--- src/rtl/seq_pkg.sv ---
// Shared constants and state encoding for the serial 1011 stimulus source.
// Holds the tracked pattern, default widths and the transmitter FSM states.
package seq_pkg;
    localparam int PAT_LEN = 4;
    localparam logic [PAT_LEN-1:0] PATTERN = 4'b1011;

    localparam int DEF_W     = 16;
    localparam int DEF_LEN_W = 5;
    localparam int DEF_CNT_W = 8;

    typedef enum logic {
        IDLE  = 1'b0,
        SHIFT = 1'b1
    } state_t;
endpackage

--- src/rtl/pattern_tracker.sv ---
// Golden Mealy model of overlapping PATTERN detection on a gapped bit stream.
// match is combinational on the current bit; count saturates instead of wrapping.
module pattern_tracker
    import seq_pkg::*;
#(
    parameter int CNT_W = DEF_CNT_W
) (
    input  logic             clk,
    input  logic             reset,
    input  logic             bit_in,
    input  logic             bit_valid,
    output logic             match,
    output logic [CNT_W-1:0] count
);
    logic [PAT_LEN-2:0] hist_q, hist_d;
    logic [CNT_W-1:0]   cnt_q, cnt_d;

    assign match = bit_valid && ({hist_q, bit_in} == PATTERN);
    assign count = cnt_q;

    // History only advances on valid bits, so idle gaps keep the pattern alive.
    always_comb begin
        hist_d = hist_q;
        cnt_d  = cnt_q;
        if (bit_valid) begin
            hist_d = {hist_q[PAT_LEN-3:0], bit_in};
        end
        if (match && (cnt_q != '1)) begin
            cnt_d = cnt_q + 1'b1;
        end
    end

    always_ff @(posedge clk) begin
        if (reset) begin
            hist_q <= '0;
            cnt_q  <= '0;
        end else begin
            hist_q <= hist_d;
            cnt_q  <= cnt_d;
        end
    end
endmodule

--- src/rtl/sequence_transmitter.sv ---
// Shifts the low len bits of data out MSB-first on x, first bit one cycle after load.
// Loads arriving while busy are dropped; expect_y/match_cnt come from the embedded tracker.
module sequence_transmitter
    import seq_pkg::*;
#(
    parameter int W     = DEF_W,
    parameter int LEN_W = DEF_LEN_W,
    parameter int CNT_W = DEF_CNT_W
) (
    input  logic             clk,
    input  logic             reset,
    input  logic             load,
    input  logic [W-1:0]     data,
    input  logic [LEN_W-1:0] len,
    output logic             busy,
    output logic             x,
    output logic             x_valid,
    output logic             done,
    output logic             expect_y,
    output logic [CNT_W-1:0] match_cnt
);
    state_t           state_q, state_d;
    logic [W-1:0]     shreg_q, shreg_d;
    logic [LEN_W-1:0] bitcnt_q, bitcnt_d;
    logic [LEN_W-1:0] len_eff;
    logic             accept;
    logic             last_bit;

    assign len_eff  = (len > LEN_W'(W)) ? LEN_W'(W) : len;
    assign accept   = (state_q == IDLE) && load && (len != '0);
    assign last_bit = (bitcnt_q == LEN_W'(1));

    always_ff @(posedge clk) begin
        if (reset) begin
            state_q <= IDLE;
        end else begin
            state_q <= state_d;
        end
    end

    always_comb begin
        state_d = state_q;
        case (state_q)
            IDLE:    if (accept)   state_d = SHIFT;
            SHIFT:   if (last_bit) state_d = IDLE;
            default: state_d = IDLE;
        endcase
    end

    // Left-align the frame so the MSB of the shift register is always the next bit.
    always_comb begin
        shreg_d  = shreg_q;
        bitcnt_d = bitcnt_q;
        if (accept) begin
            shreg_d  = data << (LEN_W'(W) - len_eff);
            bitcnt_d = len_eff;
        end else if (state_q == SHIFT) begin
            shreg_d  = {shreg_q[W-2:0], 1'b0};
            bitcnt_d = bitcnt_q - 1'b1;
        end
    end

    always_ff @(posedge clk) begin
        if (reset) begin
            shreg_q  <= '0;
            bitcnt_q <= '0;
        end else begin
            shreg_q  <= shreg_d;
            bitcnt_q <= bitcnt_d;
        end
    end

    always_comb begin
        busy    = 1'b0;
        x       = 1'b0;
        x_valid = 1'b0;
        done    = 1'b0;
        if (state_q == SHIFT) begin
            busy    = 1'b1;
            x       = shreg_q[W-1];
            x_valid = 1'b1;
            done    = last_bit;
        end
    end

    pattern_tracker #(
        .CNT_W(CNT_W)
    ) u_tracker (
        .clk      (clk),
        .reset    (reset),
        .bit_in   (x),
        .bit_valid(x_valid),
        .match    (expect_y),
        .count    (match_cnt)
    );
endmodule

--- config.mk ---
export PLATFORM = sky130hd
export DESIGN_NAME = sequence_transmitter
export DESIGN_NICKNAME = d
export VERILOG_FILES = /design/src/rtl/seq_pkg.sv /design/src/rtl/pattern_tracker.sv /design/src/rtl/sequence_transmitter.sv
export SDC_FILE = /design/constraint.sdc
export NUM_CORES = 1
export LEC_CHECK = 0
export ABC_AREA = 1
export ABC_CLOCK_PERIOD_IN_PS = 1700
export CORE_MARGIN = 2
export CORE_UTILIZATION = 30
export DETAILED_ROUTE_END_ITERATION = 6
export PLACE_DENSITY_LB_ADDON = 0.08
export SLEW_MARGIN = 15
export SYNTH_ARGS = -nofsm -noshare
export SYNTH_HDL_FRONTEND = slang
export SYNTH_HIERARCHICAL = 1
export SYNTH_SLANG_ARGS = --single-unit
--- constraint.sdc ---
create_clock -name clk -period 1.7 [get_ports clk]
set_input_delay 0.17 -clock clk [delete_from_list [all_inputs] [get_ports clk]]
set_output_delay 0.17 -clock clk [all_outputs]
set_load 0.02 [all_outputs]
Word level (Yosys, flattened, before mapping)
Index checks and enable logic that the tools add are counted.

Shift operators: 1. Add/subtract/negate cells: 3. Reductions and logical operators: 6. Bitwise operators: 1. Multiplexer cells: 11. Order comparisons: 1. Equality and inequality tests: 3.

Operator list (count): $mux 16 (2); $shl 16x5->16 (1); $mux 5 (3); $add 8x1->8 const B (1); $ne 8x8->1 const B (1); $eq 5x1->1 const B (1); $gt 5x5->1 const B (1); $mux 1 (5); $reduce_bool 5->1 (1); $sub 5x1->5 const B (1); $sub 5x5->5 const A (1); $eq 4x4->1 const B (1); $logic_and 1x1->1 (4); $pmux 1 s2 (1); $reduce_bool 2->1 (1); $not 1->1 (1).

Register bits: 33. Logic and storage cells: 31. Output and inout bits: 13. Input port bits: 24.

Logic depth before layout (Yosys ltp)
Word-level depth: 5. Gate-level depth with buffers: 14. Gate-level depth less buffers: 13.

Hierarchy
Netlist, hierarchy kept.

By module, submodules not included: sequence_transmitter (cells each 311, seq. area each 440.4 um2, times used 1, area each 1786.7 um2); pattern_tracker (cells each 90, seq. area each 220.2 um2, times used 1, area each 605.6 um2).

Least setup slack after synthesis
OpenSTA, ideal clock, no wires.

Path kind: reg2reg. Start: reg state_q. End: reg u_tracker.cnt_q[0] (netlist: u_tracker/count[0]). Buffers on the path: 2. Slack: -365 ps. Clock period less this slack: 2065 ps. Library setup time: 113 ps. Stages on the path, launching flop included: 10. Arrival: 1952 ps. Data required time: 1587 ps. Cells stage by stage: dfxtp_1 buf_2 clkbuf_1 nand2_1 inv_1 nand3_1 nor2_4 nand2_8 o21ai_1 nor2_1.

Cells in the longest elaborated chain, start to end: 4. Elaborated cells between the ends (all ways): 5. Classes of those cells: eq/ne (1); mux (2); reduce/logical (2).

Ends and longest elaborated chain: start: declaration (line sequence_transmitter.sv:22) `state_t state_q, state_d;`; start signal: assignment (line sequence_transmitter.sv:37) `state_q <= state_d;`; $mux 1 (line sequence_transmitter.sv:78) `if (state_q == SHIFT) begin`; net x (line sequence_transmitter.sv:16) `output logic x,`; $eq 4x4->1 (line pattern_tracker.sv:18) `assign match = bit_valid && ({hist_q, bit_in} == PATTERN);`; $logic_and 1x1->1 (line pattern_tracker.sv:18); net expect_y (line sequence_transmitter.sv:19) `output logic expect_y,`; $logic_and 1x1->1 (line pattern_tracker.sv:28) `if (match && (cnt_q != '1)) begin`; end signal: assignment (line pattern_tracker.sv:39) `cnt_q <= cnt_d;`; end: declaration (line pattern_tracker.sv:16) `logic [CNT_W-1:0] cnt_q, cnt_d;`.

The timed path passes the listed nets, and every way through them passes these cells. A chain may end at the register's enable or synchronous reset.

Worst setup path after layout
Start: in len[0]. End: reg shreg_q[1].

Cells in the longest elaborated chain, start to end: 5. Elaborated cells between the ends (all ways): 8. Classes of those cells: add/sub (1); order compare (1); shift (1); mux (2); reduce/logical (3).

Ends and longest elaborated chain: start: declaration (line sequence_transmitter.sv:14) `input logic [LEN_W-1:0] len,`; $gt 5x5->1 (line sequence_transmitter.sv:29) `assign len_eff = (len > LEN_W'(W)) ? LEN_W'(W) : len;`; $mux 5 (line sequence_transmitter.sv:29); $sub 5x5->5 (line sequence_transmitter.sv:55) `shreg_d = data << (LEN_W'(W) - len_eff);`; $shl 16x5->16 (line sequence_transmitter.sv:55); $mux 16 (line sequence_transmitter.sv:54) `if (accept) begin`; end signal: assignment (line sequence_transmitter.sv:68) `shreg_q <= shreg_d;`; end: declaration (line sequence_transmitter.sv:23) `logic [W-1:0] shreg_q, shreg_d;`.

Parallel ways exist; a longest one is shown, timed or not.

==> flow_summary.toml <==
[run_status]
outcome = "completed"

[timing]
setup_viol = 0
finalHoldViolations = 0
post-route-min-period_ns = 1.64
setup_slack_ns = 0.0646
finClkSkew_ns = 0.00301
max_freq_mhz = 611
tightest_slew_ns = 0.272
slew_headroom = 0.818
post-route-period-util = 0.962
drv_slew = 0

[hold_path]
hp-class = "in2reg"
min_path_cells = 4

[worst_setup_path]
path_depth = 11
required_ns = 1.90
crit_family = "simple AND/OR/NAND/NOR gates"
path_buf_inv = 3
worstPathMaxFanout = 8
max_stage_delay_ns = 0.49
crit_path_frequent_cell = "nand3_1"
crit_chain = "clkdlybuf4s50_1 > nand2_2 > ha_4 > inv_1 > nand3_1 > nand2_4 > buf_4 > nand3_1 > nor2_1 > nand3_1 > a21oi_1"
start_kind = "primary input"
crit_path_end_kind = "flip-flop"
critPathSlowestCell = "clkdlybuf4s50_1"
path_class = "in2reg"
rr_worst_depth = 8
cp.arrival_ns = 1.84

[placement]
dp_slack_ns = -0.315
dp_hpwl_mm = 5.16
port_buffers = 36
gp_congestion = 0.825

[cts]
cts_tree = "built"
insertion_delay_ns = 0.27
h-tree-depth = 2
cts_made_buffers = 5
clkSinkCount = 33
cts.clk_slew.worst_paths_ns = 0.06
clk_root_buffer_cell = "clkbuf_8"
cts_buffer_depth = 2

[routing]
wl_per_cell_um = 11.6
first_pass_iters = 5
vias = 2720
drt_wl_total_mm = 6.67
via_per_inst = 4.75
drc_errors = 0
drtAntennaViolNets = 0
drt_iter0_markers = 103

[synthesis]
ys_warn_count = 6
syn_inst = 401
synth_edf_count = 0
synth_top_area_share = 0.276
synth_commonest_cells = "nand2_1, nand3_1, inv_1"
ys_top_cells_by_area = "dfxtp_1, nand2_1, nand3_1, a21oi_1, inv_1"
syn_area_um2 = 2390
synthesis.nets = 429
yosysTopAreaCell = "dfxtp_1"
syn_avg_cell_area_um2 = 5.97
synth_ff_type = "dfxtp_1"
synth_cell_types = 30
synthMostInstantiatedCell = "nand2_1"
ys_seq_area_frac = 0.276
ys_seq_elements = 33
async_flop_share = 0

[global_routing]
met3_usage = 0.0306
grtUsageTotal = 0.155
grt_pass1_vias = 2427
use_met2 = 0.239
antenna_found_initial = 0
grt_pass1_wl_mm = 11.0
grt_max_degree = 20
grt_use_met1 = 0.225
grt_overflow = 0
grt-busiest-layer = "met2"

[power_and_ir_drop]
p_comb_frac = 0.341
power.total_mw = 2.21
p_seq_frac = 0.395
p_leak_nw = 1.48
clkPwrFrac = 0.264
switching_power_mw = 0.718
p_sw_frac = 0.326
vdd_drop_max_mv = 0.285
p_int_mw = 1.49
p_per_area_nw_per_um2 = 672

[run]
maxCapViolations = 0

[floorplanning]
die_height_um = 93.3
rows = 32
fp.dieArea_um2 = 8700
die_w_um = 93.3
io_pins = 37
core_um2 = 7730
initial_core_util = 0.310

[layout]
fillers = 828
diodes = 0
nets = 499
drive_gt1_frac = 0.166
synthToLayoutAreaGrowth_pct = 37.3
worst reg2reg max path, cell delays in order (launching register included):
cell      delay, ns
dfxtp_4        0.40
buf_4          0.20
clkinv_1       0.11
nand2_2        0.09
buf_4          0.12
nand2_1        0.09
nor3_2         0.12
inv_1          0.07
o21ai_0        0.15
worst paths after layout:
path,startpoint,to,slack (ns)
max,len[0],shreg_q[1],0.06
min,len[4],bitcnt_q[4],0.35
max reg2reg,state_q,shreg_q[2],0.28
min reg2reg,shreg_q[0],shreg_q[0],0.47
per-layer routing:
layer	vias to the layer above	routed length (um)
met1	1216	3420
met3	6	234
met5	-	0
met4	0	54
met2	42	2960
li1	1456	-
cell usage in the layout, fill, tap and decap left out, drive strengths merged:
cell / Yosys / layout
a21oi: 33 / 33
a31oi: 1 / 1
buf: 9 / 40
clkbuf: 5 / 8
clkdlybuf4s15: 0 / 1
clkdlybuf4s50: 0 / 33
clkinv: 1 / 1
clkinvlp: 0 / 1
dfxtp: 33 / 33
dlymetal6s2s: 0 / 1
ha: 4 / 4
inv: 44 / 43
nand2: 119 / 119
nand3: 64 / 64
nand4: 3 / 3
nor2: 42 / 43
nor3: 4 / 4
nor4: 2 / 2
o21ai: 33 / 33
o221ai: 1 / 1
or2: 1 / 1
xnor2: 1 / 1
xor2: 1 / 1
metrics by stage:
stage	util	instance area, um2	cells	TNS, ns	hold slack [ns]
2_1_floorplan	-	2410	401	0	0.239
3_3_place_gp	0.399	3080	562	-3.97	0.453
3_5_place_dp	0.399	3080	562	-4.20	0.464
4_1_cts	0.412	3180	569	0	0.474
5_1_grt	0.425	3280	573	-0.0820	0.374
6_report	0.425	3280	573	0	0.351
cell families (layout without fill, tap and decap cells):
group | count (synthesis) | in the layout | share of synthesized area
DFF | 33 | 33 | 0.276
xor gates and xnor gates | 2 | 2 | 0.00732
buffers and inverters | 59 | 128 | 0.104
adders and majority gates | 4 | 4 | 0.0209
AOI/OAI and AO/OA | 68 | 68 | 0.144
and+or+nand+nor | 235 | 236 | 0.447
cell type report:
class / instances / area [um2] / area share
inverter: 45 / 180 / 0.0549
multi-input combinational: 310 / 1550 / 0.472
sequential: 33 / 664 / 0.202
timing repair buffer: 76 / 677 / 0.206
clock buffer: 7 / 86.3 / 0.0263
tap: 102 / 128 / 0.0389
power groups by stage:
stage | clock (mW) | combinational, mW | sequential [mW]
3_3_place_gp | 0 | 0.703 | 0.888
4_1_cts | 0.609 | 0.711 | 0.872
6_report | 0.583 | 0.751 | 0.872
5_1_grt | 0.650 | 0.841 | 0.880
2_1_floorplan | 0 | 0.441 | 0.880
3_5_place_dp | 0 | 0.698 | 0.888
state kept, by name, indices dropped and copies added, names as in the netlist:
| register | cells |
|---|---|
| u_tracker/count | 8 |
| state_q | 1 |
| u_tracker/hist_q | 3 |
| shreg_q | 16 |
| bitcnt_q | 5 |
timing repair:
item	4_1_cts	5_1_grt
resized for setup	5	22
setup endpoints to repair	7	17
buffers inserted	0	3
gates cloned	0	1
pin swaps	0	3
hold buffers	0	0
No activity file was read; power rests on OpenSTA's default activity.
